$ cat src/rtl/proc_pkg.sv
// Shared definitions for the teaching processor: fetch FSM states and default widths.
package proc_pkg;

  localparam int unsigned ADDR_W = 8;
  localparam int unsigned DATA_W = 8;

  localparam logic [ADDR_W-1:0] RESET_PC = 8'h00;

  typedef enum logic [1:0] {
    S_IDLE  = 2'd0,
    S_REQ   = 2'd1,
    S_VALID = 2'd2
  } state_t;

endpackage

$ cat src/rtl/mux_8_bit.sv
// Generic 8-bit 2:1 select: y_c = ctrl ? a : b.
module mux_8_bit (
  input  logic       ctrl,
  input  logic [7:0] a,
  input  logic [7:0] b,
  output logic [7:0] y_c
);

  assign y_c = ctrl ? a : b;

endmodule

$ cat src/rtl/pc_fetch_unit.sv
// Program counter and instruction-fetch sequencer: req/ack fetch from imem,
// valid/ready hand-off downstream, branch redirect and sticky fetch timeout.
module pc_fetch_unit #(
  parameter int unsigned             ADDR_W   = proc_pkg::ADDR_W,
  parameter int unsigned             DATA_W   = proc_pkg::DATA_W,
  parameter logic [ADDR_W-1:0]       RESET_PC = ADDR_W'(proc_pkg::RESET_PC),
  parameter int unsigned             TIMEOUT  = 15
) (
  input  logic              clk,
  input  logic              rst,
  input  logic              stall,
  input  logic              branch_taken,
  input  logic [ADDR_W-1:0] branch_target,
  output logic              imem_req,
  output logic [ADDR_W-1:0] imem_addr,
  input  logic              imem_ack,
  input  logic [DATA_W-1:0] imem_rdata,
  output logic              instr_valid,
  input  logic              instr_ready,
  output logic [DATA_W-1:0] instr_out,
  output logic [ADDR_W-1:0] instr_pc,
  output logic [ADDR_W-1:0] pc_out,
  output logic              fetch_err
);

  import proc_pkg::*;

  localparam int unsigned CNT_W = $clog2(TIMEOUT + 1);

  state_t            state_q, state_d;
  logic [ADDR_W-1:0] pc_q, pc_d;
  logic [CNT_W-1:0]  cnt_q, cnt_d;
  logic              err_d;
  logic [DATA_W-1:0] instr_d;
  logic [ADDR_W-1:0] ipc_d;
  logic              req_d;
  logic              valid_d;

  logic [7:0]        mux_a, mux_b, mux_y;
  logic [ADDR_W-1:0] pc_next_c;

  // Next-PC select: branch target wins over sequential increment
  assign mux_a     = 8'(branch_target);
  assign mux_b     = 8'(pc_q + ADDR_W'(1));
  assign pc_next_c = ADDR_W'(mux_y);

  mux_8_bit u_next_pc_mux (
    .ctrl (branch_taken),
    .a    (mux_a),
    .b    (mux_b),
    .y_c  (mux_y)
  );

  assign imem_addr = pc_q;
  assign pc_out    = pc_q;

  // Next-state and next-output logic
  always_comb begin
    state_d = state_q;
    pc_d    = pc_q;
    cnt_d   = cnt_q;
    err_d   = fetch_err;
    instr_d = instr_out;
    ipc_d   = instr_pc;

    unique case (state_q)
      S_IDLE: begin
        if (!stall && !fetch_err) state_d = S_REQ;
      end
      S_REQ: begin
        if (branch_taken) begin
          // redirect drops the outstanding request, including a same-cycle ack
          cnt_d = '0;
        end else if (imem_ack) begin
          instr_d = imem_rdata;
          ipc_d   = pc_q;
          cnt_d   = '0;
          state_d = S_VALID;
        end else if (cnt_q == CNT_W'(TIMEOUT - 1)) begin
          err_d   = 1'b1;
          cnt_d   = '0;
          state_d = S_IDLE;
        end else begin
          cnt_d = cnt_q + CNT_W'(1);
        end
      end
      S_VALID: begin
        if (branch_taken || (instr_ready && !stall)) state_d = S_REQ;
      end
      default: state_d = S_IDLE;
    endcase

    if (branch_taken || (state_q == S_REQ && imem_ack)) pc_d = pc_next_c;

    req_d   = (state_d == S_REQ);
    valid_d = (state_d == S_VALID);
  end

  // State and registered outputs
  always_ff @(posedge clk or posedge rst) begin
    if (rst) begin
      state_q     <= S_IDLE;
      pc_q        <= RESET_PC;
      cnt_q       <= '0;
      fetch_err   <= 1'b0;
      instr_out   <= '0;
      instr_pc    <= '0;
      imem_req    <= 1'b0;
      instr_valid <= 1'b0;
    end else begin
      state_q     <= state_d;
      pc_q        <= pc_d;
      cnt_q       <= cnt_d;
      fetch_err   <= err_d;
      instr_out   <= instr_d;
      instr_pc    <= ipc_d;
      imem_req    <= req_d;
      instr_valid <= valid_d;
    end
  end

endmodule

$ cat config.mk
export PLATFORM = sky130hd
export DESIGN_NAME = pc_fetch_unit
export DESIGN_NICKNAME = d
export VERILOG_FILES = /design/src/rtl/proc_pkg.sv /design/src/rtl/mux_8_bit.sv /design/src/rtl/pc_fetch_unit.sv
export SDC_FILE = /design/constraint.sdc
export NUM_CORES = 1
export LEC_CHECK = 0
export BUFFER_PORTS_ARGS = -buffer_cell sky130_fd_sc_hd__buf_4
export CORE_MARGIN = 2
export CORE_UTILIZATION = 28
export CTS_BUF_LIST = sky130_fd_sc_hd__clkbuf_4 sky130_fd_sc_hd__clkbuf_8
export CTS_CLUSTER_DIAMETER = 100
export DETAILED_ROUTE_END_ITERATION = 12
export GPL_ROUTABILITY_DRIVEN = 0
export PLACE_DENSITY = 0.47
export SYNTH_ARGS = -nofsm -noshare
export SYNTH_HDL_FRONTEND = slang
export SYNTH_SLANG_ARGS = --single-unit
export TNS_END_PERCENT = 10
$ cat constraint.sdc
create_clock -name clk -period 2.1 [get_ports clk]
set_input_delay 0.42 -clock clk [delete_from_list [all_inputs] [get_ports clk]]
set_output_delay 0.42 -clock clk [all_outputs]
set_load 0.005 [all_outputs]
==> out/summary.json, run 1 <==
{
  "cts-root-buf": {"value": "sky130_fd_sc_hd__clkbuf_8"},
  "grt_antenna_before_repair": {"value": 0},
  "drc_violation_count_after_routing": {"value": 0},
  "crit_required": {"value": 2.26, "unit": "ns"},
  "stdcell_count": {"value": 264},
  "max_clock_freq": {"value": 574, "unit": "MHz"},
  "routed_via_density": {"value": 4.69},
  "yosys_most_used_dff": {"value": "sky130_fd_sc_hd__dfrtp_1"},
  "chipHeight": {"value": 79.0, "unit": "microns"},
  "clock_sinks": {"value": 33},
  "rsz0062_at_grt": {"value": "false"},
  "detail-route-antenna-nets": {"value": 0},
  "synth.distinct_cells": {"value": 34},
  "most-common-layout-cells": {"value": "sky130_fd_sc_hd__buf_4, sky130_fd_sc_hd__dfrtp_1, sky130_fd_sc_hd__mux2_2"},
  "netlist_instances": {"value": 137},
  "dr.pass1.iters": {"value": 4},
  "worst_clock_skew": {"value": 0.00744, "unit": "ns"},
  "worst_setup_path_start_kind": {"value": "register"},
  "leakage": {"value": 0.988, "unit": "nW"},
  "placeableCoreArea": {"value": 5470, "unit": "sq um"},
  "grt_pass1_wl": {"value": 5960, "unit": "microns"},
  "maxSlewHeadroom": {"value": 75.6, "unit": "%"},
  "cts.reportedPaths.clkPinSlew": {"value": 0.07, "unit": "ns"},
  "avgSynthCellArea": {"value": 11.5, "unit": "sq um"},
  "endpoint": {"value": "cnt_q[3]$_DFFE_PP0P_"},
  "initial_core_util": {"value": 28.8, "unit": "%"},
  "timing.critical_path.from": {"value": "cnt_q[0]$_DFFE_PP0P_"},
  "area_growth": {"value": 33.7, "unit": "%"},
  "number_of_register_bits_inferred_by_synthesis": {"value": 33},
  "worst_skew_pair.late_latency": {"value": 0.28, "unit": "ns"},
  "gr-total-overflow": {"value": 0},
  "syn-cell-area": {"value": 1580, "unit": "sq um"},
  "cts_inserted_buffers": {"value": 5},
  "fin_worst_hold_slack": {"value": 0.0593, "unit": "ns"},
  "hold_viol_final": {"value": 0},
  "yosysWarnings": {"value": 0},
  "edff_count_synth": {"value": 0},
  "n_antenna_cell": {"value": 0},
  "power_density": {"value": 1080, "unit": "nW/um^2"},
  "timing.final.crit_period": {"value": 1.74, "unit": "ns"},
  "routed_wirelength": {"value": 3580, "unit": "microns"},
  "end_kind": {"value": "register"},
  "layout_setup_ws": {"value": 0.359, "unit": "ns"},
  "tns": {"value": 0, "unit": "ns"},
  "cts_tree": {"value": "yes"},
  "synth.yosys.seq_area_share": {"value": 52.4, "unit": "%"},
  "final_count_of_pins_violating_max_slew": {"value": 0},
  "max-clock-path-buffers": {"value": 2},
  "wl_per_cell": {"value": 13.6, "unit": "microns"},
  "via_count": {"value": 1238},
  "worst-path-max-fanout": {"value": 5},
  "nFillCells": {"value": 563},
  "placementRows": {"value": 27},
  "worst_r2r_endpoint": {"value": "cnt_q[3]$_DFFE_PP0P_"},
  "drt_first_iter_violations": {"value": 56},
  "finalNetCount": {"value": 216},
  "mostFrequentLayoutCell": {"value": "sky130_fd_sc_hd__buf_4"},
  "area_of_placed_instances": {"value": 2020, "unit": "sq um"},
  "dpl.cell_count": {"value": 256},
  "timing.reg2reg.setup_slack": {"value": 0.36, "unit": "ns"},
  "postSynth.asyncResetShare": {"value": 100, "unit": "%"},
  "largest_net_degree_at_the_start_of_global_routing": {"value": 28},
  "vias_in_the_first_global_route": {"value": 1223},
  "timing.max_cap.violations": {"value": 0},
  "crit-reg2reg-launch": {"value": "cnt_q[0]$_DFFE_PP0P_"},
  "worst-setup-path-type": {"value": "reg2reg"},
  "place.detailed.hpwl": {"value": 2680, "unit": "microns"},
  "finalSetupViolCount": {"value": 0},
  "reg2regPathDepth": {"value": 5},
  "ir_drop": {"value": 0.000343, "unit": "V"},
  "io_buffers": {"value": 56},
  "status": {"value": "finished, final reports clean"},
  "hold_path.class": {"value": "in2async"},
  "fp.dieW": {"value": 79.0, "unit": "microns"},
  "boundaryPins": {"value": 57},
  "crit_arrival": {"value": 1.90, "unit": "ns"},
  "preCtsSetupSlack": {"value": 0.159, "unit": "ns"},
  "grt_usage": {"value": 12.2, "unit": "%"},
  "max_slew.worst_pin.slew": {"value": 0.365, "unit": "ns"},
  "htree_levels": {"value": 2},
  "syn_nets": {"value": 162},
  "layout-drive-gt1-share": {"value": 46.4, "unit": "%"},
  "design.die.area": {"value": 6250, "unit": "sq um"},
  "final_min_period_over_clock_period": {"value": 82.9, "unit": "%"},
  "fin_area": {"value": 2110, "unit": "sq um"}
}
==> routing by layer <==
metal	track usage [%]	share of wire (%)	up-vias
li1	-	-	589
met3	3.30	5.3	9
met2	20.1	49	36
met1	15.1	43	604
met4	5.17	2.0	0
met5	0	0	-
==> per-stage QoR <==
| stage | power, mW | util (%) |
|---|---|---|
| floorplan | 1.43 | - |
| global placement | 1.82 | 36.8 |
| detailed placement | 1.85 | 36.8 |
| CTS | 2.32 | 38.4 |
| global route | 2.46 | 38.5 |
| finish | 2.29 | 38.5 |
==> registers in the layout (all words and copies together), names as in the netlist <==
name         flops
cnt_q            4
instr_valid      1
imem_addr        8
imem_req         1
instr_out        8
instr_pc         8
state_q          2
fetch_err        1
==> worst max-delay path, stage by stage (launching register included) <==
cell and delay [ns]:
sky130_fd_sc_hd__dfrtp_1 0.41, sky130_fd_sc_hd__inv_1 0.06, sky130_fd_sc_hd__ha_1 0.24, sky130_fd_sc_hd__a311oi_2 0.41
sky130_fd_sc_hd__nand2_1 0.16, sky130_fd_sc_hd__o311ai_0 0.33
==> cell usage after synthesis (2+ instances only) <==
| cell type | count | area (sq um) |
|---|---|---|
| sky130_fd_sc_hd__ha_1 | 3 | 37.5 |
| sky130_fd_sc_hd__a31oi_1 | 3 | 18.8 |
| sky130_fd_sc_hd__or2_2 | 2 | 12.5 |
| sky130_fd_sc_hd__mux2_2 | 16 | 180 |
| sky130_fd_sc_hd__o21ai_0 | 6 | 30.0 |
| sky130_fd_sc_hd__buf_4 | 9 | 67.6 |
| sky130_fd_sc_hd__a311oi_1 | 2 | 17.5 |
| sky130_fd_sc_hd__inv_1 | 6 | 22.5 |
| sky130_fd_sc_hd__nand2b_1 | 4 | 25.0 |
| sky130_fd_sc_hd__o211ai_1 | 2 | 15.0 |
| sky130_fd_sc_hd__buf_6 | 2 | 22.5 |
| sky130_fd_sc_hd__nand3_1 | 6 | 30.0 |
| sky130_fd_sc_hd__o311ai_0 | 2 | 17.5 |
| sky130_fd_sc_hd__a21oi_1 | 3 | 15.0 |
| sky130_fd_sc_hd__or3_1 | 2 | 12.5 |
| sky130_fd_sc_hd__nor2b_1 | 2 | 12.5 |
| sky130_fd_sc_hd__or4_1 | 2 | 15.0 |
| sky130_fd_sc_hd__dfrtp_1 | 33 | 826 |
| sky130_fd_sc_hd__nand2_1 | 13 | 48.8 |
| sky130_fd_sc_hd__nor2_1 | 3 | 11.3 |
| sky130_fd_sc_hd__xor2_1 | 2 | 17.5 |
| sky130_fd_sc_hd__o31ai_1 | 2 | 15.0 |
==> area by class of cell <==
class,instances,area (sq um),area share (%)
Clock inverter,3,17.5,0.831
Timing Repair Buffer,59,443,21.0
Tap cell,72,90.1,4.27
Inverter,6,22.5,1.07
Sequential cell,33,826,39.2
Clock buffer,5,68.8,3.26
Multi-Input combinational cell,86,641,30.4
==> repair_timing <==
action | in CTS | in global routing
buffers inserted | 0 | 0
gates resized for setup | 0 | 1
hold buffers | 0 | 0
setup endpoints to repair | 0 | 1
==> power breakdown <==
group	switching [mW]	leakage, nW	total (mW)	internal, mW
Sequential	0.178	0.407	1.04	0.857
Clock	0.233	0.0439	0.461	0.228
Combinational	0.296	0.538	0.789	0.493
Total	0.707	0.988	2.29	1.58
==> how the worst min path moves through the flow <==
stage / startpoint / end
2_1_floorplan: fetch_err$_DFFE_PP0P_ / fetch_err$_DFFE_PP0P_
3_3_place_gp: rst / instr_out[3]$_DFFE_PP0P_
3_5_place_dp: rst / instr_out[3]$_DFFE_PP0P_
4_1_cts: rst / instr_out[3]$_DFFE_PP0P_
5_1_grt: rst / instr_out[3]$_DFFE_PP0P_
6_report: rst / instr_out[3]$_DFFE_PP0P_
==> cell families (layout without fill, tap and decap cells) <==
kind of cell    count (synthesis)  count (layout)  share of synthesized area [%]
compound gates                 26              26                           11.3
xor+xnor                        2               2                           1.11
flops                          33              33                           52.4
buf+inv                        18              73                           7.38
simple gates                   38              38                           13.3
mux                            17              17                           12.1
fa+ha+maj                       3               3                           2.38
Note: power is estimated with default switching activity, not from simulation.
==> inputs of run 2 (changes only) <==
==> constraint.sdc (replaced) <==
create_clock -name clk -period 1.8 [get_ports clk]
set_input_delay 0.36 -clock clk [delete_from_list [all_inputs] [get_ports clk]]
set_output_delay 0.36 -clock clk [all_outputs]
set_load 0.005 [all_outputs]
==> run 2 against run 1 <==
Against the previous run:
- worst setup slack got worse by 0.11 ns
- via count fell by 1.4%
- worst hold slack got worse by 0.049 ns
- combinational power rose by 16%
- critical endpoint unchanged
- highest routed layer unchanged
==> out/summary.json, run 2 (same netlist as run 1, synthesis figures left out) <==
{
  "leakage": {"value": 0.997, "unit": "nW", "change": "was 0.988 nW"},
  "maxSlewHeadroom": {"value": 76.9, "unit": "%", "change": "was 75.6%"},
  "wl_per_cell": {"value": 13.1, "unit": "microns", "change": "was 13.6 microns"},
  "via_count": {"value": 1221, "change": "was 1,238"},
  "placementRows": {"value": 27, "change": "unchanged"},
  "layout-drive-gt1-share": {"value": 46.1, "unit": "%", "change": "was 46.4%"},
  "hold_viol_final": {"value": 0, "change": "unchanged"},
  "vias_in_the_first_global_route": {"value": 1192, "change": "was 1,223"},
  "switching_share": {"value": 30.0, "unit": "%", "change": "was 30.9%"},
  "internal_power": {"value": 1.86, "unit": "mW", "change": "was 1.58 mW"},
  "cts.reportedPaths.clkPinSlew": {"value": 0.07, "unit": "ns", "change": "about the same"},
  "rsz0062_at_grt": {"value": "false", "change": "unchanged"},
  "power_density": {"value": 1260, "unit": "nW/um^2", "change": "was 1080 nW/um^2"},
  "fin_area": {"value": 2110, "unit": "sq um", "change": "about the same"},
  "finalCoreUtilization": {"value": 38.5, "unit": "%", "change": "about the same"},
  "wl_met2": {"value": 1760, "unit": "microns", "change": "was 1770 microns"},
  "boundaryPins": {"value": 57, "change": "unchanged"},
  "final_min_period_over_clock_period": {"value": 86.5, "unit": "%", "change": "was 82.9%"},
  "crit_slowest_cell": {"value": "sky130_fd_sc_hd__dfrtp_1", "change": "unchanged"},
  "worst_skew_pair.late_latency": {"value": 0.28, "unit": "ns", "change": "about the same"},
  "crit-reg2reg-launch": {"value": "cnt_q[0]$_DFFE_PP0P_", "change": "unchanged"},
  "initial_core_util": {"value": 28.8, "unit": "%", "change": "unchanged"},
  "design_power_total": {"value": 2.66, "unit": "mW", "change": "was 2.29 mW"},
  "largest_net_degree_at_the_start_of_global_routing": {"value": 28, "change": "unchanged"},
  "share_comb_of_total_power": {"value": 34.4, "unit": "%", "change": "was 34.5%"},
  "n_antenna_cell": {"value": 0, "change": "unchanged"},
  "finalNetCount": {"value": 217, "change": "was 216"},
  "top_metal_used": {"value": "met4", "change": "unchanged"},
  "end_kind": {"value": "register", "change": "unchanged"},
  "net-switching-power": {"value": 0.797, "unit": "mW", "change": "was 0.707 mW"},
  "max_clock_freq": {"value": 643, "unit": "MHz", "change": "was 574 MHz"},
  "final_count_of_pins_violating_max_slew": {"value": 0, "change": "unchanged"},
  "crit_required": {"value": 1.98, "unit": "ns", "change": "was 2.26 ns"},
  "wl_met3": {"value": 196, "unit": "microns", "change": "was 191 microns"},
  "cp_cell_sequence": {"value": "inv_1 > ha_1 > a311oi_1 > nand2_1 > o311ai_1", "change": "was inv_1 > ha_1 > a311oi_2 > nand2_1 > o311ai_0"},
  "grt_usage": {"value": 11.9, "unit": "%", "change": "was 12.2%"},
  "mostFrequentLayoutCell": {"value": "sky130_fd_sc_hd__buf_4", "change": "unchanged"},
  "tns": {"value": 0, "unit": "ns", "change": "unchanged"},
  "timing.reg2reg.setup_slack": {"value": 0.24, "unit": "ns", "change": "was 0.36 ns"},
  "cts-root-buf": {"value": "sky130_fd_sc_hd__clkbuf_8", "change": "unchanged"},
  "timing.final.crit_period": {"value": 1.56, "unit": "ns", "change": "was 1.74 ns"},
  "slowest_delay": {"value": 0.41, "unit": "ns", "change": "about the same"},
  "cts_tree": {"value": "yes", "change": "unchanged"},
  "critical_path.top_delay_family": {"value": "compound AO/OA/AOI/OAI gates", "change": "unchanged"},
  "max_slew.worst_pin.slew": {"value": 0.346, "unit": "ns", "change": "was 0.365 ns"},
  "status": {"value": "finished, final reports clean", "change": "unchanged"},
  "design.die.area": {"value": 6250, "unit": "sq um", "change": "unchanged"},
  "clock_sinks": {"value": 33, "change": "unchanged"},
  "drt_first_iter_violations": {"value": 49, "change": "was 56"},
  "critical_path.n_buffers_inverters": {"value": 1, "change": "unchanged"},
  "grt_pass1_wl": {"value": 5800, "unit": "microns", "change": "was 5960 microns"},
  "worst-path-max-fanout": {"value": 5, "change": "unchanged"},
  "worst_setup_path_start_kind": {"value": "register", "change": "unchanged"},
  "dr.pass1.iters": {"value": 4, "change": "unchanged"},
  "detail-route-antenna-nets": {"value": 0, "change": "unchanged"},
  "hold_path.class": {"value": "in2async", "change": "unchanged"},
  "seq_pwr_share": {"value": 45.3, "unit": "%", "change": "about the same"},
  "io_buffers": {"value": 56, "change": "unchanged"},
  "routed_via_density": {"value": 4.61, "change": "was 4.69"},
  "timing.max_cap.violations": {"value": 0, "change": "unchanged"},
  "ir_drop": {"value": 0.000533, "unit": "V", "change": "was 0.000343 V"},
  "worst_clock_skew": {"value": 0.00202, "unit": "ns", "change": "was 0.00744 ns"},
  "finalSetupViolCount": {"value": 0, "change": "unchanged"},
  "routed_wirelength": {"value": 3480, "unit": "microns", "change": "was 3580 microns"},
  "grt_antenna_before_repair": {"value": 0, "change": "unchanged"},
  "max-clock-path-buffers": {"value": 2, "change": "unchanged"},
  "most-common-layout-cells": {"value": "sky130_fd_sc_hd__buf_4, sky130_fd_sc_hd__dfrtp_1, sky130_fd_sc_hd__mux2_2", "change": "unchanged"},
  "area_of_placed_instances": {"value": 2020, "unit": "sq um", "change": "about the same"},
  "placeableCoreArea": {"value": 5470, "unit": "sq um", "change": "unchanged"},
  "drc_violation_count_after_routing": {"value": 0, "change": "unchanged"},
  "chipHeight": {"value": 79.0, "unit": "microns", "change": "unchanged"},
  "gr-total-overflow": {"value": 0, "change": "unchanged"},
  "htree_levels": {"value": 2, "change": "unchanged"},
  "nFillCells": {"value": 565, "change": "was 563"},
  "place.detailed.hpwl": {"value": 2630, "unit": "microns", "change": "was 2680 microns"},
  "area_growth": {"value": 33.8, "unit": "%", "change": "was 33.7%"},
  "worst-setup-path-type": {"value": "reg2reg", "change": "unchanged"},
  "wl_met1": {"value": 1490, "unit": "microns", "change": "was 1550 microns"},
  "cts_post_setup_buffers_inserted": {"value": 0, "change": "unchanged"},
  "timing.critical_path.from": {"value": "cnt_q[0]$_DFFE_PP0P_", "change": "unchanged"},
  "cts_inserted_buffers": {"value": 5, "change": "unchanged"},
  "power_frac_clock": {"value": 20.3, "unit": "%", "change": "was 20.2%"},
  "crit_arrival": {"value": 1.74, "unit": "ns", "change": "was 1.90 ns"},
  "fp.dieW": {"value": 79.0, "unit": "microns", "change": "unchanged"}
}
[run 2: path summary, 6_finish.rpt]
kind,to,cells past startpoint
worst min register to register,fetch_err$_DFFE_PP0P_,2
min in group clk,imem_addr[2]$_DFFE_PP0P_,3
max in group asynchronous,instr_pc[0]$_DFFE_PP0P_,3
worst max-delay path,cnt_q[3]$_DFFE_PP0P_,5
worst max register to register,cnt_q[3]$_DFFE_PP0P_,5
worst min-delay path,instr_pc[6]$_DFFE_PP0P_,2
[run 2: metrics by stage]
step | setup slack [ns] | hold slack, ns | std cells
3_5_place_dp | 0.157 | 0.318 | 257
4_1_cts | 0.188 | 0.0119 | 265
5_1_grt | 0.0760 | 0.0365 | 265
2_1_floorplan | 0.221 | 0.456 | 137
3_3_place_gp | 0.241 | 0.297 | 257
6_report | 0.244 | 0.0106 | 265
[run 2: layout make-up]
class / instances / area [sq um] / share of cell area [%]
clock buffer: 6 / 76.3 / 3.62
clock inverter: 2 / 10.0 / 0.474
inverter: 6 / 22.5 / 1.07
multi-input combinational: 86 / 634 / 30.1
sequential: 33 / 826 / 39.1
tap: 72 / 90.1 / 4.27
timing repair buffer: 60 / 450 / 21.4
[run 2: timing repair]
action | in CTS | in global routing
gates resized for setup | 0 | 1
hold buffers | 0 | 0
endpoints found under the setup margin | 0 | 1
[run 2: per-layer routing]
metal,vias to the layer above,global-route usage (%)
li1,595,-
met4,0,4.66
met1,587,14.6
met5,-,0
met3,6,3.52
met2,33,19.6
[run 2: power groups by stage]
stage	logic [mW]	clock network, mW	registers (mW)
after floorplan	0.468	0	1.20
after global placement	0.913	0	1.21
after detailed placement	0.929	0	1.22
after CTS	0.928	0.566	1.21
after global routing	1.01	0.597	1.25
final	0.913	0.539	1.20
==> inputs of run 3 (changes only) <==
--- a/config.mk
+++ b/config.mk
@@ -13,6 +13,7 @@
 export DETAILED_ROUTE_END_ITERATION = 12
 export GPL_ROUTABILITY_DRIVEN = 0
 export PLACE_DENSITY = 0.47
+export RECOVER_POWER = 50
 export SYNTH_ARGS = -nofsm -noshare
 export SYNTH_HDL_FRONTEND = slang
 export SYNTH_SLANG_ARGS = --single-unit
==> run 3 against run 2 <==
Against the previous run:
- sequential cell count unchanged
- via count unchanged
- worst hold slack improved by 0.0016 ns
- register-to-register slack about the same
- combinational power decreased by 2%
- clock skew about the same
- final cell count unchanged
- global-route usage unchanged
- die area unchanged
- power decreased by 0.64%
- maximum frequency unchanged
- critical path depth unchanged
==> out/summary.json, run 3 (same netlist as run 1, synthesis figures left out) <==
{
  "cp_cell_sequence": {"value": "inv_1 > ha_1 > a311oi_1 > nand2_1 > o311ai_1", "change": "unchanged"},
  "grt_usage": {"value": 11.9, "unit": "%", "change": "unchanged"},
  "critical_path.top_delay_family": {"value": "compound AO/OA/AOI/OAI gates", "change": "unchanged"},
  "layout-drive-gt1-share": {"value": 46.1, "unit": "%", "change": "unchanged"},
  "grt_antenna_before_repair": {"value": 0, "change": "unchanged"},
  "wl_per_cell": {"value": 13.1, "unit": "microns", "change": "about the same"},
  "cts_tree": {"value": "yes", "change": "unchanged"},
  "placeableCoreArea": {"value": 5470, "unit": "sq um", "change": "unchanged"},
  "worst_skew_pair.late_latency": {"value": 0.27, "unit": "ns", "change": "was 0.28 ns"},
  "gr-total-overflow": {"value": 0, "change": "unchanged"},
  "worst-setup-path-type": {"value": "reg2reg", "change": "unchanged"},
  "worst_setup_path_start_kind": {"value": "register", "change": "unchanged"},
  "hold_viol_final": {"value": 0, "change": "unchanged"},
  "seq_pwr_share": {"value": 45.5, "unit": "%", "change": "was 45.3%"},
  "grt_pass1_wl": {"value": 5800, "unit": "microns", "change": "unchanged"},
  "fp.dieW": {"value": 79.0, "unit": "microns", "change": "unchanged"},
  "hold_path.class": {"value": "in2async", "change": "unchanged"},
  "share_comb_of_total_power": {"value": 34.0, "unit": "%", "change": "was 34.4%"},
  "wl_met2": {"value": 1750, "unit": "microns", "change": "was 1760 microns"},
  "routed_wirelength": {"value": 3460, "unit": "microns", "change": "was 3480 microns"},
  "vias_in_the_first_global_route": {"value": 1192, "change": "unchanged"},
  "most-common-layout-cells": {"value": "sky130_fd_sc_hd__buf_4, sky130_fd_sc_hd__dfrtp_1, sky130_fd_sc_hd__mux2_2", "change": "unchanged"},
  "maxSlewHeadroom": {"value": 55.2, "unit": "%", "change": "was 76.9%"},
  "routed_via_density": {"value": 4.61, "change": "unchanged"},
  "design.die.area": {"value": 6250, "unit": "sq um", "change": "unchanged"},
  "top_metal_used": {"value": "met4", "change": "unchanged"},
  "critical_path.n_buffers_inverters": {"value": 1, "change": "unchanged"},
  "timing.max_cap.violations": {"value": 0, "change": "unchanged"},
  "via_count": {"value": 1221, "change": "unchanged"},
  "wl_met1": {"value": 1500, "unit": "microns", "change": "was 1490 microns"},
  "status": {"value": "finished, final reports clean", "change": "unchanged"},
  "max_clock_freq": {"value": 643, "unit": "MHz", "change": "unchanged"},
  "chipHeight": {"value": 79.0, "unit": "microns", "change": "unchanged"},
  "placementRows": {"value": 27, "change": "unchanged"},
  "rsz0062_at_grt": {"value": "false", "change": "unchanged"},
  "detail-route-antenna-nets": {"value": 0, "change": "unchanged"},
  "area_growth": {"value": 33.7, "unit": "%", "change": "was 33.8%"},
  "power_density": {"value": 1250, "unit": "nW/um^2", "change": "was 1260 nW/um^2"},
  "drt_first_iter_violations": {"value": 47, "change": "was 49"},
  "final_min_period_over_clock_period": {"value": 86.5, "unit": "%", "change": "unchanged"},
  "cts_inserted_buffers": {"value": 5, "change": "unchanged"},
  "clock_sinks": {"value": 33, "change": "unchanged"},
  "finalSetupViolCount": {"value": 0, "change": "unchanged"},
  "htree_levels": {"value": 2, "change": "unchanged"},
  "crit-reg2reg-launch": {"value": "cnt_q[0]$_DFFE_PP0P_", "change": "unchanged"},
  "cts-root-buf": {"value": "sky130_fd_sc_hd__clkbuf_8", "change": "unchanged"},
  "leakage": {"value": 0.992, "unit": "nW", "change": "was 0.997 nW"},
  "n_antenna_cell": {"value": 0, "change": "unchanged"},
  "largest_net_degree_at_the_start_of_global_routing": {"value": 28, "change": "unchanged"},
  "power_frac_clock": {"value": 20.4, "unit": "%", "change": "was 20.3%"},
  "max-clock-path-buffers": {"value": 2, "change": "unchanged"},
  "boundaryPins": {"value": 57, "change": "unchanged"},
  "io_buffers": {"value": 56, "change": "unchanged"},
  "ir_drop": {"value": 0.000533, "unit": "V", "change": "about the same"},
  "worst-path-max-fanout": {"value": 5, "change": "unchanged"},
  "initial_core_util": {"value": 28.8, "unit": "%", "change": "unchanged"},
  "crit_slowest_cell": {"value": "sky130_fd_sc_hd__dfrtp_1", "change": "unchanged"},
  "net-switching-power": {"value": 0.793, "unit": "mW", "change": "was 0.797 mW"},
  "drc_violation_count_after_routing": {"value": 0, "change": "unchanged"},
  "final_count_of_pins_violating_max_slew": {"value": 0, "change": "unchanged"},
  "dr.pass1.iters": {"value": 4, "change": "unchanged"},
  "design_power_total": {"value": 2.64, "unit": "mW", "change": "was 2.66 mW"},
  "crit_required": {"value": 1.98, "unit": "ns", "change": "about the same"},
  "place.detailed.hpwl": {"value": 2630, "unit": "microns", "change": "unchanged"},
  "switching_share": {"value": 30.0, "unit": "%", "change": "about the same"},
  "worst_clock_skew": {"value": 0.00196, "unit": "ns", "change": "was 0.00202 ns"},
  "cts.reportedPaths.clkPinSlew": {"value": 0.07, "unit": "ns", "change": "about the same"},
  "timing.final.crit_period": {"value": 1.56, "unit": "ns", "change": "unchanged"},
  "max_slew.worst_pin.slew": {"value": 0.673, "unit": "ns", "change": "was 0.346 ns"},
  "mostFrequentLayoutCell": {"value": "sky130_fd_sc_hd__buf_4", "change": "unchanged"},
  "tns": {"value": 0, "unit": "ns", "change": "unchanged"},
  "finalNetCount": {"value": 217, "change": "unchanged"},
  "internal_power": {"value": 1.85, "unit": "mW", "change": "was 1.86 mW"},
  "wl_met3": {"value": 172, "unit": "microns", "change": "was 196 microns"},
  "slowest_delay": {"value": 0.41, "unit": "ns", "change": "about the same"},
  "timing.critical_path.from": {"value": "cnt_q[0]$_DFFE_PP0P_", "change": "unchanged"},
  "end_kind": {"value": "register", "change": "unchanged"},
  "crit_arrival": {"value": 1.74, "unit": "ns", "change": "about the same"}
}
-- run 3: per-layer routing --
layer | track usage (%) | vias up
met5 | 0 | -
met4 | 4.66 | 0
met3 | 3.52 | 6
met2 | 19.6 | 33
met1 | 14.6 | 587
li1 | - | 595
-- run 3: final timing paths --
path	end	slack, ns	depth (start not counted)
max	cnt_q[3]$_DFFE_PP0P_	0.24	5
min	instr_pc[6]$_DFFE_PP0P_	0.01	2
max reg2reg	cnt_q[3]$_DFFE_PP0P_	0.24	5
min reg2reg	fetch_err$_DFFE_PP0P_	0.50	2
max in group asynchronous	instr_pc[0]$_DFFE_PP0P_	0.86	3
min in group clk	imem_addr[1]$_DFFE_PP0P_	0.29	3
-- run 3: through the flow --
stage | instance area, sq um | hold WS [ns] | std cells | utilization, % | worst slack (ns)
after floorplan | 1580 | 0.456 | 137 | - | 0.221
after global placement | 2020 | 0.297 | 257 | 37.0 | 0.241
after detailed placement | 2020 | 0.318 | 257 | 37.0 | 0.157
after CTS | 2110 | 0.0119 | 265 | 38.5 | 0.188
after global routing | 2110 | 0.0372 | 265 | 38.5 | 0.0760
final | 2110 | 0.0122 | 265 | 38.5 | 0.244
-- run 3: power by group through the flow --
stage	sequential, mW	combinational, mW	clock [mW]
CTS	1.21	0.928	0.566
floorplan	1.20	0.468	0
global route	1.25	0.999	0.597
detailed placement	1.22	0.929	0
global placement	1.21	0.913	0
finish	1.20	0.899	0.539
-- run 3: repair_timing --
action / in CTS / in global routing
hold buffers: 0 / 0
endpoints found under the setup margin: 0 / 1
resized for setup: 0 / 1
setup buffers: 0 / 0
-- run 3: layout make-up --
type | count | area [sq um]
clock inverters | 2 | 10.0
clock buffers | 6 | 76.3
fillers | 566 | 3370
flip-flops and latches | 33 | 826
well taps | 72 | 90.1
repair buffers | 60 | 448
inverters | 6 | 22.5
multi-input cells | 86 | 634
